## src/rtl/uart_pkg.sv

```systemverilog
// Shared UART definitions: register map, bit positions, receiver states, baud divisor.
package uart_pkg;

    localparam logic [11:0] OFF_CFG    = 12'h000;
    localparam logic [11:0] OFF_DATA   = 12'h004;
    localparam logic [11:0] OFF_INST   = 12'h008;
    localparam logic [11:0] OFF_STATUS = 12'h00C;

    localparam int CFG_EN   = 0;
    localparam int CFG_BAUD = 1;
    localparam int CFG_IRQ  = 2;
    localparam int CFG_PAR  = 3;
    localparam int CFG_ODD  = 4;

    localparam int INST_FLUSH = 0;
    localparam int INST_CLR   = 1;

    localparam int ST_CNT = 8;

    typedef enum logic [2:0] {IDLE, START, DATA, PARITY, STOP} rx_state_e;

    // Clocks per bit minus one; the bit counter runs 0..DIV.
    function automatic logic [31:0] baud_div(input int unsigned clk_hz, input int unsigned baud);
        return clk_hz / baud - 1;
    endfunction

endpackage

```

## src/rtl/uart_rx_if.sv

```systemverilog
// Peripheral slave bus bundle for the UART receiver.
interface uart_rx_if #(parameter int ADDR_WIDTH = 32);
    logic                  HSEL;
    logic [3:0]            HBE;
    logic                  HREADY;
    logic [ADDR_WIDTH-1:0] HADDR;
    logic                  HWRITE;
    logic [31:0]           HRDATA;
    logic [31:0]           HWDATA;

    modport master (output HSEL, HBE, HADDR, HWRITE, HWDATA, input HREADY, HRDATA);
    modport slave  (input HSEL, HBE, HADDR, HWRITE, HWDATA, output HREADY, HRDATA);
endinterface

```

## src/rtl/uart_rx_fifo.sv

```systemverilog
// Synchronous byte FIFO; head byte is valid combinationally, flush has priority.
module uart_rx_fifo #(
    parameter int DEPTH = 16,
    localparam int AW = $clog2(DEPTH),
    localparam int CW = AW + 1
) (
    input  logic          clock,
    input  logic          nRst,
    input  logic          push_i,
    input  logic          pop_i,
    input  logic          flush_i,
    input  logic [7:0]    din_i,
    output logic [7:0]    dout_o,
    output logic          full_o,
    output logic          empty_o,
    output logic [CW-1:0] count_o
);
    logic [7:0]    mem_q [DEPTH];
    logic [AW-1:0] rd_q, wr_q;
    logic [CW-1:0] cnt_q;
    logic          do_push, do_pop;

    assign empty_o = (cnt_q == '0);
    assign full_o  = (cnt_q == CW'(DEPTH));
    assign count_o = cnt_q;
    assign dout_o  = mem_q[rd_q];
    assign do_pop  = pop_i & ~empty_o & ~flush_i;
    // A pop in the same cycle frees the slot, so a full FIFO still accepts.
    assign do_push = push_i & ~flush_i & (~full_o | do_pop);

    always_ff @(posedge clock or negedge nRst) begin
        if (!nRst) begin
            rd_q  <= '0;
            wr_q  <= '0;
            cnt_q <= '0;
        end else if (flush_i) begin
            rd_q  <= '0;
            wr_q  <= '0;
            cnt_q <= '0;
        end else begin
            if (do_push) wr_q <= wr_q + AW'(1);
            if (do_pop)  rd_q <= rd_q + AW'(1);
            cnt_q <= cnt_q + CW'(do_push) - CW'(do_pop);
        end
    end

    always_ff @(posedge clock) begin
        if (do_push) mem_q[wr_q] <= din_i;
    end
endmodule

```

## src/rtl/uart_rx.sv

```systemverilog
// Memory-mapped 8N1 UART receiver with byte FIFO and level interrupt.
// Define UART_RX_PARITY_EN to add the optional parity bit check.
module uart_rx
    import uart_pkg::*;
#(
    parameter int unsigned sys_clk    = 50000000,
    parameter int          ADDR_WIDTH = 32,
    parameter int          FIFO_DEPTH = 16
) (
    input  logic     clock,
    input  logic     nRst,
    uart_rx_if.slave bus,
    output logic     interrupt,
    input  logic     RX
);
    localparam int CW = $clog2(FIFO_DEPTH) + 1;
`ifdef UART_RX_PARITY_EN
    localparam int CFG_W = 5;
`else
    localparam int CFG_W = 3;
`endif
    localparam logic [31:0] DIV_FAST = baud_div(sys_clk, 115200);
    localparam logic [31:0] DIV_SLOW = baud_div(sys_clk, 9600);

    logic [CFG_W-1:0]      cfg_q;
    logic                  rx_meta_q, rx_s_q;
    rx_state_e             state_q;
    logic [31:0]           cnt_q, div, half;
    logic [2:0]            bit_q;
    logic [7:0]            shift_q;
    logic                  push_q, ferr_set_q, perr_set_q, pbad_q;
    logic                  ovr_q, frm_q, perr_q;
    logic [31:0]           rdata_d;
    logic [ADDR_WIDTH-1:0] addr;
    logic [11:0]           off;
    logic                  wr, rd, flush, clr, pop, ovr_set;
    logic [7:0]            f_dout;
    logic                  f_full, f_empty;
    logic [CW-1:0]         f_count;
    logic                  unused_bits;

    assign addr        = bus.HADDR;
    assign off         = addr[11:0];
    assign unused_bits = ^{bus.HBE, addr};
    assign wr          = bus.HSEL & bus.HWRITE;
    assign rd          = bus.HSEL & ~bus.HWRITE;
    assign flush       = wr & (off == OFF_INST) & bus.HWDATA[INST_FLUSH];
    assign clr         = wr & (off == OFF_INST) & bus.HWDATA[INST_CLR];
    assign pop         = rd & (off == OFF_DATA) & ~f_empty;
    assign ovr_set     = push_q & f_full & ~pop & ~flush;
    assign div         = cfg_q[CFG_BAUD] ? DIV_FAST : DIV_SLOW;
    assign half        = div >> 1;

    uart_rx_fifo #(.DEPTH(FIFO_DEPTH)) u_fifo (
        .clock   (clock),
        .nRst    (nRst),
        .push_i  (push_q),
        .pop_i   (pop),
        .flush_i (flush),
        .din_i   (shift_q),
        .dout_o  (f_dout),
        .full_o  (f_full),
        .empty_o (f_empty),
        .count_o (f_count)
    );

    always_comb begin
        rdata_d = '0;
        case (off)
            OFF_CFG:    rdata_d = 32'(cfg_q);
            OFF_DATA:   rdata_d = f_empty ? 32'd0 : {24'd0, f_dout};
            OFF_STATUS: rdata_d = (32'(f_count) << ST_CNT)
                                | 32'({perr_q, frm_q, ovr_q, f_full, ~f_empty, state_q != IDLE});
            default:    rdata_d = '0;
        endcase
    end

    // Bus, configuration, sticky flags and interrupt.
    always_ff @(posedge clock or negedge nRst) begin
        if (!nRst) begin
            bus.HREADY <= 1'b0;
            bus.HRDATA <= '0;
            interrupt  <= 1'b0;
            cfg_q      <= '0;
            ovr_q      <= 1'b0;
            frm_q      <= 1'b0;
            perr_q     <= 1'b0;
            rx_meta_q  <= 1'b1;
            rx_s_q     <= 1'b1;
        end else begin
            bus.HREADY <= bus.HSEL;
            if (rd) bus.HRDATA <= rdata_d;
            if (wr && off == OFF_CFG) cfg_q <= bus.HWDATA[CFG_W-1:0];
            ovr_q     <= ovr_set    | (ovr_q  & ~clr);
            frm_q     <= ferr_set_q | (frm_q  & ~clr);
            perr_q    <= perr_set_q | (perr_q & ~clr);
            interrupt <= cfg_q[CFG_IRQ] & (~f_empty | ovr_q | frm_q | perr_q);
            rx_meta_q <= RX;
            rx_s_q    <= rx_meta_q;
        end
    end

    always_ff @(posedge clock or negedge nRst) begin
        if (!nRst) begin
            state_q    <= IDLE;
            cnt_q      <= '0;
            bit_q      <= '0;
            shift_q    <= '0;
            push_q     <= 1'b0;
            ferr_set_q <= 1'b0;
            perr_set_q <= 1'b0;
            pbad_q     <= 1'b0;
        end else begin
            push_q     <= 1'b0;
            ferr_set_q <= 1'b0;
            perr_set_q <= 1'b0;
            if (!cfg_q[CFG_EN]) begin
                state_q <= IDLE;
            end else begin
                case (state_q)
                    IDLE: if (!rx_s_q) begin
                        state_q <= START;
                        cnt_q   <= '0;
                    end
                    // Half-bit check rejects glitches and centres later samples.
                    START: if (cnt_q == half) begin
                        cnt_q   <= '0;
                        bit_q   <= '0;
                        pbad_q  <= 1'b0;
                        state_q <= rx_s_q ? IDLE : DATA;
                    end else cnt_q <= cnt_q + 32'd1;
                    DATA: if (cnt_q == div) begin
                        cnt_q   <= '0;
                        shift_q <= {rx_s_q, shift_q[7:1]};
                        bit_q   <= bit_q + 3'd1;
                        if (bit_q == 3'd7) begin
`ifdef UART_RX_PARITY_EN
                            state_q <= cfg_q[CFG_PAR] ? PARITY : STOP;
`else
                            state_q <= STOP;
`endif
                        end
                    end else cnt_q <= cnt_q + 32'd1;
`ifdef UART_RX_PARITY_EN
                    PARITY: if (cnt_q == div) begin
                        cnt_q   <= '0;
                        state_q <= STOP;
                        if (rx_s_q != (^shift_q ^ cfg_q[CFG_ODD])) begin
                            pbad_q     <= 1'b1;
                            perr_set_q <= 1'b1;
                        end
                    end else cnt_q <= cnt_q + 32'd1;
`endif
                    STOP: if (cnt_q == div) begin
                        state_q    <= IDLE;
                        push_q     <= rx_s_q & ~pbad_q;
                        ferr_set_q <= ~rx_s_q;
                    end else cnt_q <= cnt_q + 32'd1;
                    default: state_q <= IDLE;
                endcase
            end
        end
    end
endmodule

```

## src/flat_wrapper.sv

```systemverilog
// flat-port wrapper written by rule: the top's interface ports become plain ports
module uart_rx_flat import uart_pkg::*;
#(
    parameter int unsigned sys_clk    = 50000000,
    parameter int          ADDR_WIDTH = 32,
    parameter int          FIFO_DEPTH = 16
)
  (clock, nRst, interrupt, RX, bus_HSEL, bus_HBE, bus_HADDR, bus_HWRITE, bus_HWDATA, bus_HREADY, bus_HRDATA);
  uart_rx_if #(.ADDR_WIDTH(ADDR_WIDTH)) bus_i ();
  input  logic clock;
  input  logic nRst;
  output logic interrupt;
  input  logic RX;
  input wire logic [$bits(bus_i.HSEL)-1:0] bus_HSEL;
  input wire logic [$bits(bus_i.HBE)-1:0] bus_HBE;
  input wire logic [$bits(bus_i.HADDR)-1:0] bus_HADDR;
  input wire logic [$bits(bus_i.HWRITE)-1:0] bus_HWRITE;
  input wire logic [$bits(bus_i.HWDATA)-1:0] bus_HWDATA;
  output wire logic [$bits(bus_i.HREADY)-1:0] bus_HREADY;
  output wire logic [$bits(bus_i.HRDATA)-1:0] bus_HRDATA;
  assign bus_i.HSEL = bus_HSEL;
  assign bus_i.HBE = bus_HBE;
  assign bus_i.HADDR = bus_HADDR;
  assign bus_i.HWRITE = bus_HWRITE;
  assign bus_i.HWDATA = bus_HWDATA;
  assign bus_HREADY = bus_i.HREADY;
  assign bus_HRDATA = bus_i.HRDATA;
  uart_rx #(.sys_clk(sys_clk), .ADDR_WIDTH(ADDR_WIDTH), .FIFO_DEPTH(FIFO_DEPTH)) u_core (.clock(clock), .nRst(nRst), .bus(bus_i), .interrupt(interrupt), .RX(RX));
endmodule
```

## config.mk

```make
export PLATFORM = sky130hd
export DESIGN_NAME = uart_rx_flat
export DESIGN_NICKNAME = d
export VERILOG_FILES = /design/src/rtl/uart_pkg.sv /design/src/rtl/uart_rx_if.sv /design/src/rtl/uart_rx_fifo.sv /design/src/rtl/uart_rx.sv /design/src/flat_wrapper.sv
export SDC_FILE = /design/constraint.sdc
export NUM_CORES = 1
export LEC_CHECK = 0
export BUFFER_PORTS_ARGS = -buffer_cell sky130_fd_sc_hd__buf_2
export CAP_MARGIN = 30
export CORE_MARGIN = 3
export CORE_UTILIZATION = 40
export CTS_BUF_LIST = sky130_fd_sc_hd__clkbuf_8
export DETAILED_ROUTE_END_ITERATION = 10
export RECOVER_POWER = 25
export SYNTH_ARGS = -nofsm -noshare
export SYNTH_HDL_FRONTEND = slang
export SYNTH_SLANG_ARGS = --single-unit
```

## constraint.sdc

```tcl
create_clock -name clock -period 4.45 [get_ports clock]
set_input_delay 0.89 -clock clock [delete_from_list [all_inputs] [get_ports clock]]
set_output_delay 0.89 -clock clock [all_outputs]
set_load 0.05 [all_outputs]
```

* After elaboration in Yosys (flattened, before gate mapping)
Memories as Yosys holds them, arrays and structs flattened.
Index checks and enable logic that the tools add are counted.
** Word-level totals
- Memories :: 1
- Bits of input ports :: 73
- Logic and storage cells :: 121
- Flip-flop bits (word level) :: 103
- Bits in writable memories :: 128
** Operators by class
- Reduce and logical (&&, ||, !) cells :: 13
- $add $sub $neg :: 6
- Mux-type cells :: 32
- Bitwise gates (word level) :: 32
- Eq/ne operators :: 19
** Memory list
- u_core.u_fifo.mem_q :: words 16, bits a word 8, read ports 1, clocked after memory_dff 0, write ports 1, line uart_rx_fifo.sv:18 : logic [7:0] mem_q [DEPTH];
** Operators by type and width (number)
- 32-bit 2-to-1 mux :: 4
- 32-bit one-hot mux with 4 select lines :: 1
- 32-bit one-hot mux with 3 select lines :: 1
- 32-bit by 1-bit adder with 32-bit output (second input constant) :: 1
- 32-bit by 31-bit equality test with 1-bit output :: 1
- 32-bit equality test :: 1
- 12-bit by 4-bit equality test with 1-bit output (second input constant) :: 2
- 3-bit 2-to-1 mux :: 8
- 1-bit AND :: 18
- 4-bit 2-to-1 mux :: 4
- 3-bit inequality test (second input constant) :: 5
- 13-bit 2-to-1 mux :: 1
- 13-bit by 6-bit bitwise OR with 13-bit output :: 1
- 12-bit by 3-bit equality test with 1-bit output (second input constant) :: 1
- 12-bit zero test :: 1
- 3-bit one-hot mux with 4 select lines :: 1
- 4-bit by 1-bit adder with 4-bit output (second input constant) :: 2
- 1-bit 2-to-1 mux :: 8
- 8-bit 2-to-1 mux :: 1
- 4-bit AND reduction :: 2
- 1-bit inverter :: 7
- 3-bit equality test (second input constant) :: 2
- 1-bit bitwise OR :: 6
- 3-bit one-hot mux with 2 select lines :: 1
- other kinds (18) :: 22

* Longest topological paths before layout
Gate-level depths: netlist of the first run.
- Depth in word-level cells :: 11
- Mapped depth :: 18
- Depth with buffers taken out :: 16

* Cells and area by module
Synthesis of the first run repeated with hierarchy kept, for this count alone.
** Second synthesis, totals
- Cells, all modules :: 733
- Area, all modules :: 9650.5 um^2
** Modules (own cells, without submodules)
- uart_rx_fifo :: area each 5899.4 um^2, cells each 336, times used 1
- uart_rx :: area each 3751.1 um^2, cells each 397, times used 1

* Worst setup path before layout of the first run
Ideal clock, no wire load.
- Path kind :: input to register
- Start :: in bus_HADDR[9]
- End :: reg u_core.u_fifo.cnt_q[4], in the netlist u_core.u_fifo.count_o[4]
- Stages on the path :: 16
- Data arrival time :: 4004 ps
- Path slack :: 368 ps
- Path buffers :: 2
- Path through :: or4_1 -> nor4_4 -> a21oi_1 -> or3_1 -> buf_2 -> buf_2 -> ha_1 -> inv_1 -> ha_1 -> inv_1 -> fa_1 -> inv_1 -> a21oi_1 -> nor2_1 -> or3_1 -> a21oi_1
** Between the ends
- Word-level cells in the longest chain between the ends :: 10
** RTL lines
- start, declared :: line flat_wrapper.sv:16 : input wire logic [$bits(bus_i.HADDR)-1:0] bus_HADDR;
- 12-bit by 3-bit equality test with 1-bit output / 12-bit by 4-bit equality test with 1-bit output (equally long branches) :: line uart_rx.sv:49, uart_rx.sv:47
- 1-bit AND, on equally long branches (2 in a row) :: line uart_rx.sv:49, uart_rx.sv:47
- 1-bit AND / 1-bit inverter (equally long branches) :: line uart_rx_fifo.sv:27, uart_rx_fifo.sv:29
- 1-bit AND :: line uart_rx_fifo.sv:27 : assign do_pop = pop_i & ~empty_o & ~flush_i;
- 1-bit bitwise OR :: line uart_rx_fifo.sv:29 : assign do_push = push_i & ~flush_i & (~full_o | do_pop);
- 1-bit AND :: line uart_rx_fifo.sv:29
- 5-bit by 1-bit adder with 5-bit output :: line uart_rx_fifo.sv:43 : cnt_q <= cnt_q + CW'(do_push) - CW'(do_pop);
- 5-bit by 1-bit subtractor with 5-bit output :: line uart_rx_fifo.sv:43
- 5-bit 2-to-1 mux (*) :: line uart_rx_fifo.sv:36 : end else if (flush_i) begin
- end signal, assigned :: line uart_rx_fifo.sv:43
- end, declared :: line uart_rx_fifo.sv:20 : logic [CW-1:0] cnt_q;
Mark *: on every way between the ends. The rest lies on a longest branch, timed or not.
A chain may end at the register's enable or synchronous reset.

* Worst setup path after layout of the first run
- Start :: reg u_core.u_fifo.cnt_q[3], in the netlist u_core.u_fifo.count_o[3]
- End :: reg u_core.u_fifo.cnt_q[4], in the netlist u_core.u_fifo.count_o[4]
** Between the ends
- Word-level cells in the longest chain between the ends :: 10
** RTL lines
- 5-bit zero test :: line uart_rx_fifo.sv:23 : assign empty_o = (cnt_q == '0);
- 1-bit inverter :: line uart_rx_fifo.sv:27, uart_rx.sv:49
- 1-bit AND :: line uart_rx.sv:49 : assign pop = rd & (off == OFF_DATA) & ~f_empty;
- 1-bit AND (2 in a row) :: line uart_rx_fifo.sv:27
- 1-bit bitwise OR :: line uart_rx_fifo.sv:29
- 1-bit AND :: line uart_rx_fifo.sv:29
- 5-bit by 1-bit adder with 5-bit output :: line uart_rx_fifo.sv:43
- 5-bit by 1-bit subtractor with 5-bit output (*) :: line uart_rx_fifo.sv:43
- 5-bit 2-to-1 mux (*) :: line uart_rx_fifo.sv:36
Marks and branches as above.

==> results, run 1 <==
- Per report_power, the clock group accounts for 42.8% of the total.
- The floorplan core area is around 0.024 mm2.
- The routed design has 20.8 mm of wire.
- Dividing the detail-routed wire length by the instance count gives 18.4 um.
- Summed over all nets, the half-perimeter wirelength after detailed placement is about 14 mm.
- The area growth from synthesis to final layout is 13.2%.
- The flow ran to the end, but the final reports show violations.
- Setup repair after global routing left no endpoint under its margin.
- The wire length of the first global-routing pass is 33.8 mm.
- The floorplan step defined a die boundary enclosing approximately 0.026 mm2.
- Across the run, the number of max-cap violations was 1.
- The vertical die dimension is approximately 160 um.
- The data arrival time at the worst-slack endpoint is 4.06 ns.
- Clock tree synthesis found a total of approximately 210 sinks.
- The synthesized netlist cell count is approximately 720.
- The routability-driven placement congestion ratio is around 0.83.
- Using the TritonRoute via totals, the vias-per-cell ratio works out to roughly 5.4.
- The number of filler instances in the final layout is ~2,100.
- The transition time at the pin with the least slew margin is 3.09 ns.
- The proportion of layout cells with a drive suffix above 1 is 21.0%.
- The analysis attributes to cell leakage a power of between 4 and 5 nW.
- The clock skew after layout is about 0.04 ns.
- The worst path uses slightly above 80% of the clock period.
- Across every metal layer, demand over resource in global routing totals between 10% and 20%.
- The synthesized design contains about 130 enable-type register cells.
- For the worst setup path, the data required time is approximately 4.9 ns.
- The checks that failed: max-capacitance violations, max-slew violations.
- TritonCTS built the clock tree.
- STA classifies the critical path startpoint as a register.
- Once the clock tree was built, the setup fixing pass inserted 0 buffers.
- Yosys printed 0 warnings.
- The share of power burned in combinational logic is roughly 4%.
- The row count is 56.
- The number of clock buffers inserted by TritonCTS is 36.
- The number of buffers added on ports is 34.
- Synthesis instantiated 65 different standard cells from the library.
- The highest fanout seen on the critical path is 8.
- Static timing analysis puts the maximum clock frequency at around 270 MHz.
- Adding up every negative setup slack in the final design gives 0 ns.
- Setup violations remaining at the end of the flow were counted as 0.
- Measured along the x axis, the die boundary spans roughly 160 um.
- The classification of the worst-slack hold path is register to register.
- The total count of max-transition violations in the final report is 58.
- The hold violation total from the final report was 0.
- For this run, the share of the core covered by cells in the final layout is between 40% and 50%.
- CTS built an H-tree with a depth of 2.
- For this run, the post-layout net count is slightly below 900.
- The root buffer cell chosen for the clock tree is sky130_fd_sc_hd__clkbuf_8.
- The worst setup path category is register to register.
- The max-slew headroom at the worst pin is -106%.
- After detailed routing, the number of remaining DRC violations is 0.
- The type of destination of the critical path is a register.
- The detailed-route via count is 6,126.
- The power per standard cell area is about 360 mW/mm2.
- The fraction of registers with async set or reset after synthesis is between 30% and 40%.
- Across the VDD grid, the largest voltage drop is 0.000198 V.
- The primary flip-flop cell chosen by synthesis mapping is sky130_fd_sc_hd__edfxtp_1.
- Entering global routing, the biggest net connects 58 pins.
- The number of antenna diodes in the final layout is 0.
- The proportion of synthesized chip area in sequential cells is 61.4%.
- After clock tree synthesis, the repair step resized 0 gates.
- The internal power summed over all cells is just over 3 mW.
- The post-detailed-route count of antenna-violating nets is 0.
- After synthesis the netlist holds a flip-flop and latch count of roughly 210.
- The initial antenna violation count came to 0.
- The clock reaches the later pin of the worst-skew pair after between 0.5 and 0.6 ns.
- Of the total power, the share spent switching nets is about 23%.
- The number of optimization iterations in the first detailed-route pass is 6.
- The register share of total power is a little over half.
- After synthesis, the mean cell area works out to about 13 um2.
- The summed instance area of the synthesized netlist is around 0.0097 mm2.
- The clock input transition at the sequential cells of the worst setup and hold paths is about 0.060 ns.
- The number of buffers inserted for hold repair after clock tree synthesis is 0.
- For this configuration, the core starts out at a cell density of 41.0%.
- After the first detailed-routing iteration, the DRC count stood at 492.
- The count of boundary I/O pins is around 110.
- Summed over all nets, the switching power comes to 0.896 mW.
- Counting along the longest clock path gives a buffer depth of 3.
- The final critical path time including I/O delays and setup is roughly 3.7 ns.
- The total congestion overflow is 0.
- The via count of the first global-routing pass was 6,325.
==> critical path: stages (launching register included) <==
cell                      delay, ns
sky130_fd_sc_hd__dfrtp_1       0.40
sky130_fd_sc_hd__inv_1         0.09
sky130_fd_sc_hd__ha_1          0.16
sky130_fd_sc_hd__or4b_2        0.68
sky130_fd_sc_hd__and3_1        0.24
sky130_fd_sc_hd__a21oi_1       0.43
sky130_fd_sc_hd__or3_1         0.22
sky130_fd_sc_hd__ha_1          0.23
sky130_fd_sc_hd__inv_1         0.06
sky130_fd_sc_hd__ha_1          0.16
sky130_fd_sc_hd__inv_1         0.05
sky130_fd_sc_hd__fa_1          0.39
sky130_fd_sc_hd__inv_1         0.07
sky130_fd_sc_hd__a21oi_1       0.06
sky130_fd_sc_hd__nor2_1        0.12
sky130_fd_sc_hd__or3_1         0.12
sky130_fd_sc_hd__a21oi_1       0.05
==> area by class of cell <==
| type | instances | area [um2] | share of cell area, % |
|---|---|---|---|
| flip-flops and latches | 212 | 5950 | 54.2 |
| multi-input cells | 448 | 3430 | 31.2 |
| clock buffers | 42 | 578 | 5.27 |
| well taps | 319 | 399 | 3.64 |
| repair buffers | 65 | 397 | 3.62 |
| clock inverters | 24 | 128 | 1.16 |
| inverters | 24 | 90.1 | 0.821 |
==> metrics by stage <==
step / hold slack (ns) / power (mW) / area, um2 / instances / setup WS (ns)
3_5_place_dp: 0.349 / 2.30 / 10300 / 1067 / 0.410
2_1_floorplan: 0.345 / 2.27 / 9760 / 739 / 0.368
6_report: 0.358 / 3.95 / 11000 / 1134 / 0.784
4_1_cts: 0.357 / 4.01 / 11000 / 1133 / 0.793
5_1_grt: 0.363 / 4.13 / 11000 / 1134 / 0.362
3_3_place_gp: 0.348 / 2.30 / 10300 / 1067 / 0.451
==> flip-flops by register name (all words and copies together) (netlist names), 3 cells and up <==
| register | flops |
|---|---|
| u_core.bit_q | 3 |
| u_core.bus.HRDATA | 13 |
| u_core.cfg_q | 3 |
| u_core.cnt_q | 32 |
| u_core.shift_q | 8 |
| u_core.state_q | 3 |
| u_core.u_fifo.count_o | 5 |
| u_core.u_fifo.mem_q | 128 |
| u_core.u_fifo.rd_q | 4 |
| u_core.u_fifo.wr_q | 4 |
==> synth_stat cells (5+ instances only) <==
cell type,instances,area (um2)
sky130_fd_sc_hd__o31ai_1,6,45.0
sky130_fd_sc_hd__nand2_1,41,154
sky130_fd_sc_hd__xor2_1,5,43.8
sky130_fd_sc_hd__nand3_1,23,115
sky130_fd_sc_hd__a221oi_1,7,61.3
sky130_fd_sc_hd__nor4_1,16,100
sky130_fd_sc_hd__xnor2_1,18,158
sky130_fd_sc_hd__ha_1,14,175
sky130_fd_sc_hd__dfrtp_1,82,2050
sky130_fd_sc_hd__a21oi_1,21,105
sky130_fd_sc_hd__inv_1,24,90.1
sky130_fd_sc_hd__buf_2,10,50.1
sky130_fd_sc_hd__mux2i_1,15,150
sky130_fd_sc_hd__and2_1,9,56.3
sky130_fd_sc_hd__or3_1,18,113
sky130_fd_sc_hd__edfxtp_1,128,3840
sky130_fd_sc_hd__or2_2,7,43.8
sky130_fd_sc_hd__nand3b_1,8,60.1
sky130_fd_sc_hd__nor3_1,11,55.1
sky130_fd_sc_hd__o21ai_0,34,170
sky130_fd_sc_hd__and3_1,6,37.5
sky130_fd_sc_hd__clkbuf_1,20,75.1
sky130_fd_sc_hd__nor4b_1,6,52.6
sky130_fd_sc_hd__mux4_2,31,698
sky130_fd_sc_hd__and4_1,5,43.8
sky130_fd_sc_hd__nor2_1,41,154
sky130_fd_sc_hd__nand4_1,10,62.6
sky130_fd_sc_hd__mux2_2,12,135
sky130_fd_sc_hd__buf_4,22,165
==> routing by layer <==
metal  vias up  share of wire (%)  global-route usage [%]  wire length (um)
met5         -                  0                       0                 0
met2       158                 50                    27.3             10400
met3        42                5.2                    3.00              1070
li1       2844                  -                       -                 -
met1      3082                 43                    21.6              8880
met4         0                2.6                    6.01               540
==> layout by cell type, fill, tap and decap left out, types with 12 or more instances in the layout <==
master and n:
sky130_fd_sc_hd__a21oi_1 21, sky130_fd_sc_hd__buf_2 32, sky130_fd_sc_hd__buf_4 30, sky130_fd_sc_hd__clkbuf_8 42, sky130_fd_sc_hd__conb_1 19, sky130_fd_sc_hd__dfrtp_1 81
sky130_fd_sc_hd__edfxtp_1 128, sky130_fd_sc_hd__ha_1 14, sky130_fd_sc_hd__inv_1 36, sky130_fd_sc_hd__mux2_2 12, sky130_fd_sc_hd__mux2i_1 15, sky130_fd_sc_hd__mux4_2 31
sky130_fd_sc_hd__nand2_1 41, sky130_fd_sc_hd__nand3_1 23, sky130_fd_sc_hd__nor2_1 41, sky130_fd_sc_hd__nor4_1 16, sky130_fd_sc_hd__o21ai_0 34, sky130_fd_sc_hd__or3_1 18
sky130_fd_sc_hd__xnor2_1 18
==> cell families after synthesis <==
family | after synthesis | synth area share (%)
AND/OR/NAND/NOR | 233 | 13.7
buffers and inverters | 79 | 4.04
adder cells (fa/ha/maj) | 15 | 2.01
other | 1 | 0.0387
multiplexers | 58 | 10.1
flip-flops | 212 | 61.4
AO/OA/AOI/OAI | 100 | 6.55
XOR/XNOR | 23 | 2.08
==> path summary, 6_finish.rpt <==
kind / cells after the start / end / start / slack [ns]
worst max-delay path: 16 / u_core.u_fifo.count_o[4] / u_core.u_fifo.count_o[3] / 0.78
worst min-delay path: 0 / u_core.rx_s_q / u_core.rx_meta_q / 0.36
worst max register to register: 16 / u_core.u_fifo.count_o[4] / u_core.u_fifo.count_o[3] / 0.78
worst min register to register: 0 / u_core.rx_s_q / u_core.rx_meta_q / 0.36
max in group asynchronous: 1 / u_core.u_fifo.rd_q[0] / nRst / 1.08
min in group asynchronous: 1 / u_core.cnt_q[9] / nRst / 1.37
==> power groups by stage <==
stage / clock network, mW / registers [mW] / logic [mW]
global route: 1.85 / 2.10 / 0.180
floorplan: 0 / 2.15 / 0.117
detailed placement: 0 / 2.14 / 0.161
global placement: 0 / 2.14 / 0.157
CTS: 1.75 / 2.10 / 0.161
finish: 1.69 / 2.10 / 0.158
No activity file was read; power rests on OpenSTA's default activity.
==> inputs of run 2 (changes only) <==
==> constraint.sdc (replaced) <==
create_clock -name clock -period 3.1 [get_ports clock]
set_input_delay 0.62 -clock clock [delete_from_list [all_inputs] [get_ports clock]]
set_output_delay 0.62 -clock clock [all_outputs]
set_load 0.05 [all_outputs]
==> run 2 against run 1 <==
Against the previous run: sequential power up 44%; non-clock buffer count up 23; register-to-register slack worse by 0.62 ns; flip-flop and latch count unchanged; largest cell class unchanged; power up 46%; largest power group unchanged; clock power up 46%; the run now ends clean; clock skew down 0.021 ns; combinational power up 74%.
==> results, run 2 (same netlist as run 1, synthesis figures left out) <==
- Setup repair after global routing could not meet its margin everywhere.
- The number of optimization iterations in the first detailed-route pass was 5 (-1).
- The clock tree root driver cell is sky130_fd_sc_hd__clkbuf_8.
- The final design area excluding fillers is 0.0112 mm2 (+2.5%).
- The detail-routed net length per standard cell is 18.4 um (+0.28%).
- The routed wire length is 21.3 mm (+2.2%).
- The post-detailed-route count of antenna-violating nets was 0 (unchanged).
- The total congestion overflow is 0 (unchanged).
- The count of boundary I/O pins is 107 (unchanged).
- The power per standard cell area is 513 mW/mm2 (+42%).
- From synthesis to final layout, the design area changed by 16.0%.
- The leakage power figure came to 4.54 nW (+3.0%).
- The largest voltage drop on the vdd net is 0.000245 V (+24%).
- The number of buffers between clock root and the deepest sink is 3 (unchanged).
- The proportion of layout cells with a drive suffix above 1 is 24.7% (+3.7 points).
- The final number of setup-violating endpoints is 0 (unchanged).
- The clock input transition at the sequential cells of the worst setup and hold paths is 0.06 ns (about the same).
- The H-tree depth was 2 (unchanged).
- Dividing the final minimum period by the clock period gives approximately 96%.
- The detailed placer's ending HPWL was 14.5 mm (+3.3%).
- The die span in x is 162 um (unchanged).
- The TritonCTS clock tree is done.
- The row count is 56 (unchanged).
- The type of destination of the critical path is a register.
- The worst hold path belongs to the class input port to async pin.
- The number of inserted diodes was 0 (unchanged).
- The number of buffers added on ports is 34 (unchanged).
- The library cell used most frequently in the layout, excluding fill and tap cells, is sky130_fd_sc_hd__edfxtp_1.
- The non-filler instance count after layout was 1,156 (+1.9%).
- The number of clock buffers inserted by TritonCTS is 37 (+2.8%).
- The largest registers in the layout are u_core.u_fifo.mem_q: 128 flops, u_core.cnt_q: 32 flops, u_core.bus.HRDATA: 13 flops.
- The final critical path time including I/O delays and setup is 2.97 ns.
- The via count of the first global-routing pass came to 6,421 (+1.5%).
- The start point of the critical path is bus_HADDR[9].
- The flip-flop count of the largest register, all copies and words added is 128 (unchanged).
- STA classifies the critical path startpoint as an input port.
- The number of sinks driven by the clock tree is 212 (unchanged).
- The fraction of the core area covered by cells at the end of the flow is 47.6% (+1.1 points).
- The highest fanout seen on the critical path is 2 (-6).
- The worst setup path category is input port to register.
- The count of maximum capacitance violations is 0 (-1).
- The total power is 5.77 mW (+46%).
- The library cells used most frequently in the layout, excluding fill and tap cells, are sky130_fd_sc_hd__edfxtp_1 (128), sky130_fd_sc_hd__dfrtp_1 (81), sky130_fd_sc_hd__buf_4 (51), sky130_fd_sc_hd__clkbuf_8 (45).
- The wire length of the first global-routing pass came to 35.0 mm (+3.6%).
- The initial antenna violation count is 0 (unchanged).
- The final routed DRC violation total was 0 (unchanged).
- The total count of max-transition violations in the final report was 0 (-100%).
- The startpoint identified for the worst register-to-register timing path is u_core.u_fifo.count_o[3].
- The data arrival time at the worst-slack endpoint was 3.41 ns (-0.65 ns).
- The clock latency at the later pin of the worst-skew pair is 0.52 ns (about the same).
- The vertical die dimension is 162 um (unchanged).
- The largest net degree at the start of global routing is 45 (-22%).
- The worst hold margin is 0.0973 ns (-0.261 ns).
- The via count normalized by instance count is 5.40 (about the same).
- The clock skew after layout was 0.0191 ns (-0.0208 ns).
- The flow ran to the end, and the final reports show no timing, DRC or antenna violations.
- The floorplan core area is 0.0236 mm2 (unchanged).
- The routability-driven placement congestion ratio is 0.836 (+0.61%).
- The hold violation total from the final report came to 0 (unchanged).
- Timing would allow up to roughly 340 MHz.
- The violation count after the first detailed-route iteration is 478 (-2.8%).
- The transition time at the pin with the least slew margin is 0.890 ns (-2.20 ns).
- The die area came to 0.0261 mm2 (unchanged).
- The max-slew headroom at the worst pin is 40.6% (+150 points).
- The register with the most flip-flops in the final layout is u_core.u_fifo.mem_q.
- The required time at the endpoint of the critical path is 3.54 ns (-1.31 ns).
- The starting utilization of the core area is 41.0% (unchanged).
- The cell count after placement is 1,091 (+2.2%).
- The final net count is 899 (+2.7%).
- The global routing usage summed across all routing layers was 16.7% (+0.35 points).
- The instance area at placement was 0.0105 mm2 (+2.3%).
- The detailed-route via count is 6,248 (+2.0%).
[run 2: changes by cell type in the layout (fill, tap and decap cells not counted), moves of 4 or more]
| cell | previous run | this run |
|---|---|---|
| sky130_fd_sc_hd__buf_4 | 30 | 51 |
| sky130_fd_sc_hd__a21oi_1 | 21 | 17 |
| sky130_fd_sc_hd__a21oi_2 | 0 | 4 |
| sky130_fd_sc_hd__inv_2 | 0 | 4 |
| sky130_fd_sc_hd__clkinv_2 | 5 | 0 |
[run 2: cell type report]
cell class              count  area, um2
fillers                  2102      12400
inverters                  24       90.1
repair buffers             88        578
clock inverters            20        106
clock buffers              45        619
flip-flops and latches    212       5950
multi-input cells         448       3490
well taps                 319        399
[run 2: path summary, 6_finish.rpt]
kind	cells past startpoint	end	slack, ns
setup / recovery	15	u_core.u_fifo.count_o[4]	0.13
hold / removal	1	u_core.cnt_q[9]	0.1
setup reg to reg	15	u_core.u_fifo.count_o[4]	0.16
hold reg to reg	0	u_core.rx_s_q	0.36
max in group asynchronous	2	u_core.cnt_q[22]	1.78
min in group clock	1	u_core.rx_meta_q	0.21
[run 2: critical path: stages]
cell and delay, ns:
sky130_fd_sc_hd__buf_2 0.10, sky130_fd_sc_hd__or4_4 0.55, sky130_fd_sc_hd__nor4_4 0.31, sky130_fd_sc_hd__a21oi_2 0.09, sky130_fd_sc_hd__or3_4 0.36, sky130_fd_sc_hd__ha_4 0.27
sky130_fd_sc_hd__inv_2 0.04, sky130_fd_sc_hd__ha_4 0.15, sky130_fd_sc_hd__inv_2 0.04, sky130_fd_sc_hd__fa_2 0.20, sky130_fd_sc_hd__inv_2 0.04, sky130_fd_sc_hd__a21oi_2 0.10
sky130_fd_sc_hd__nor2_1 0.05, sky130_fd_sc_hd__or3_1 0.35, sky130_fd_sc_hd__a21oi_2 0.13
[run 2: stage by stage]
| step | setup TNS (ns) | worst slack, ns |
|---|---|---|
| final | 0 | 0.128 |
| after global routing | -0.0126 | -0.0126 |
| after CTS | 0 | 0.0680 |
| after detailed placement | -5.25 | -0.518 |
| after global placement | -3.80 | -0.427 |
| after floorplan | -13.52 | -0.575 |
[run 2: per-layer routing]
layer  global-route usage (%)  wire, um  vias to the layer above
met4                     4.89       357                        0
met1                     22.6      9260                     3159
met5                        0         0                        -
met2                     28.1     10800                      171
li1                         -         -                     2887
met3                     2.80       935                       31
[run 2: power breakdown]
| group | switching (mW) | internal, mW |
|---|---|---|
| registers | 0.0204 | 3.00 |
| logic | 0.180 | 0.0952 |
| clock network | 1.08 | 1.39 |
[run 2: timing repair]
action | in CTS | in global routing
buffers inserted | 0 | 0
resized for setup | 4 | 5
setup endpoints to repair | 1 | 1
pin swaps | 0 | 3
gates cloned | 0 | 0
hold buffers | 0 | 0
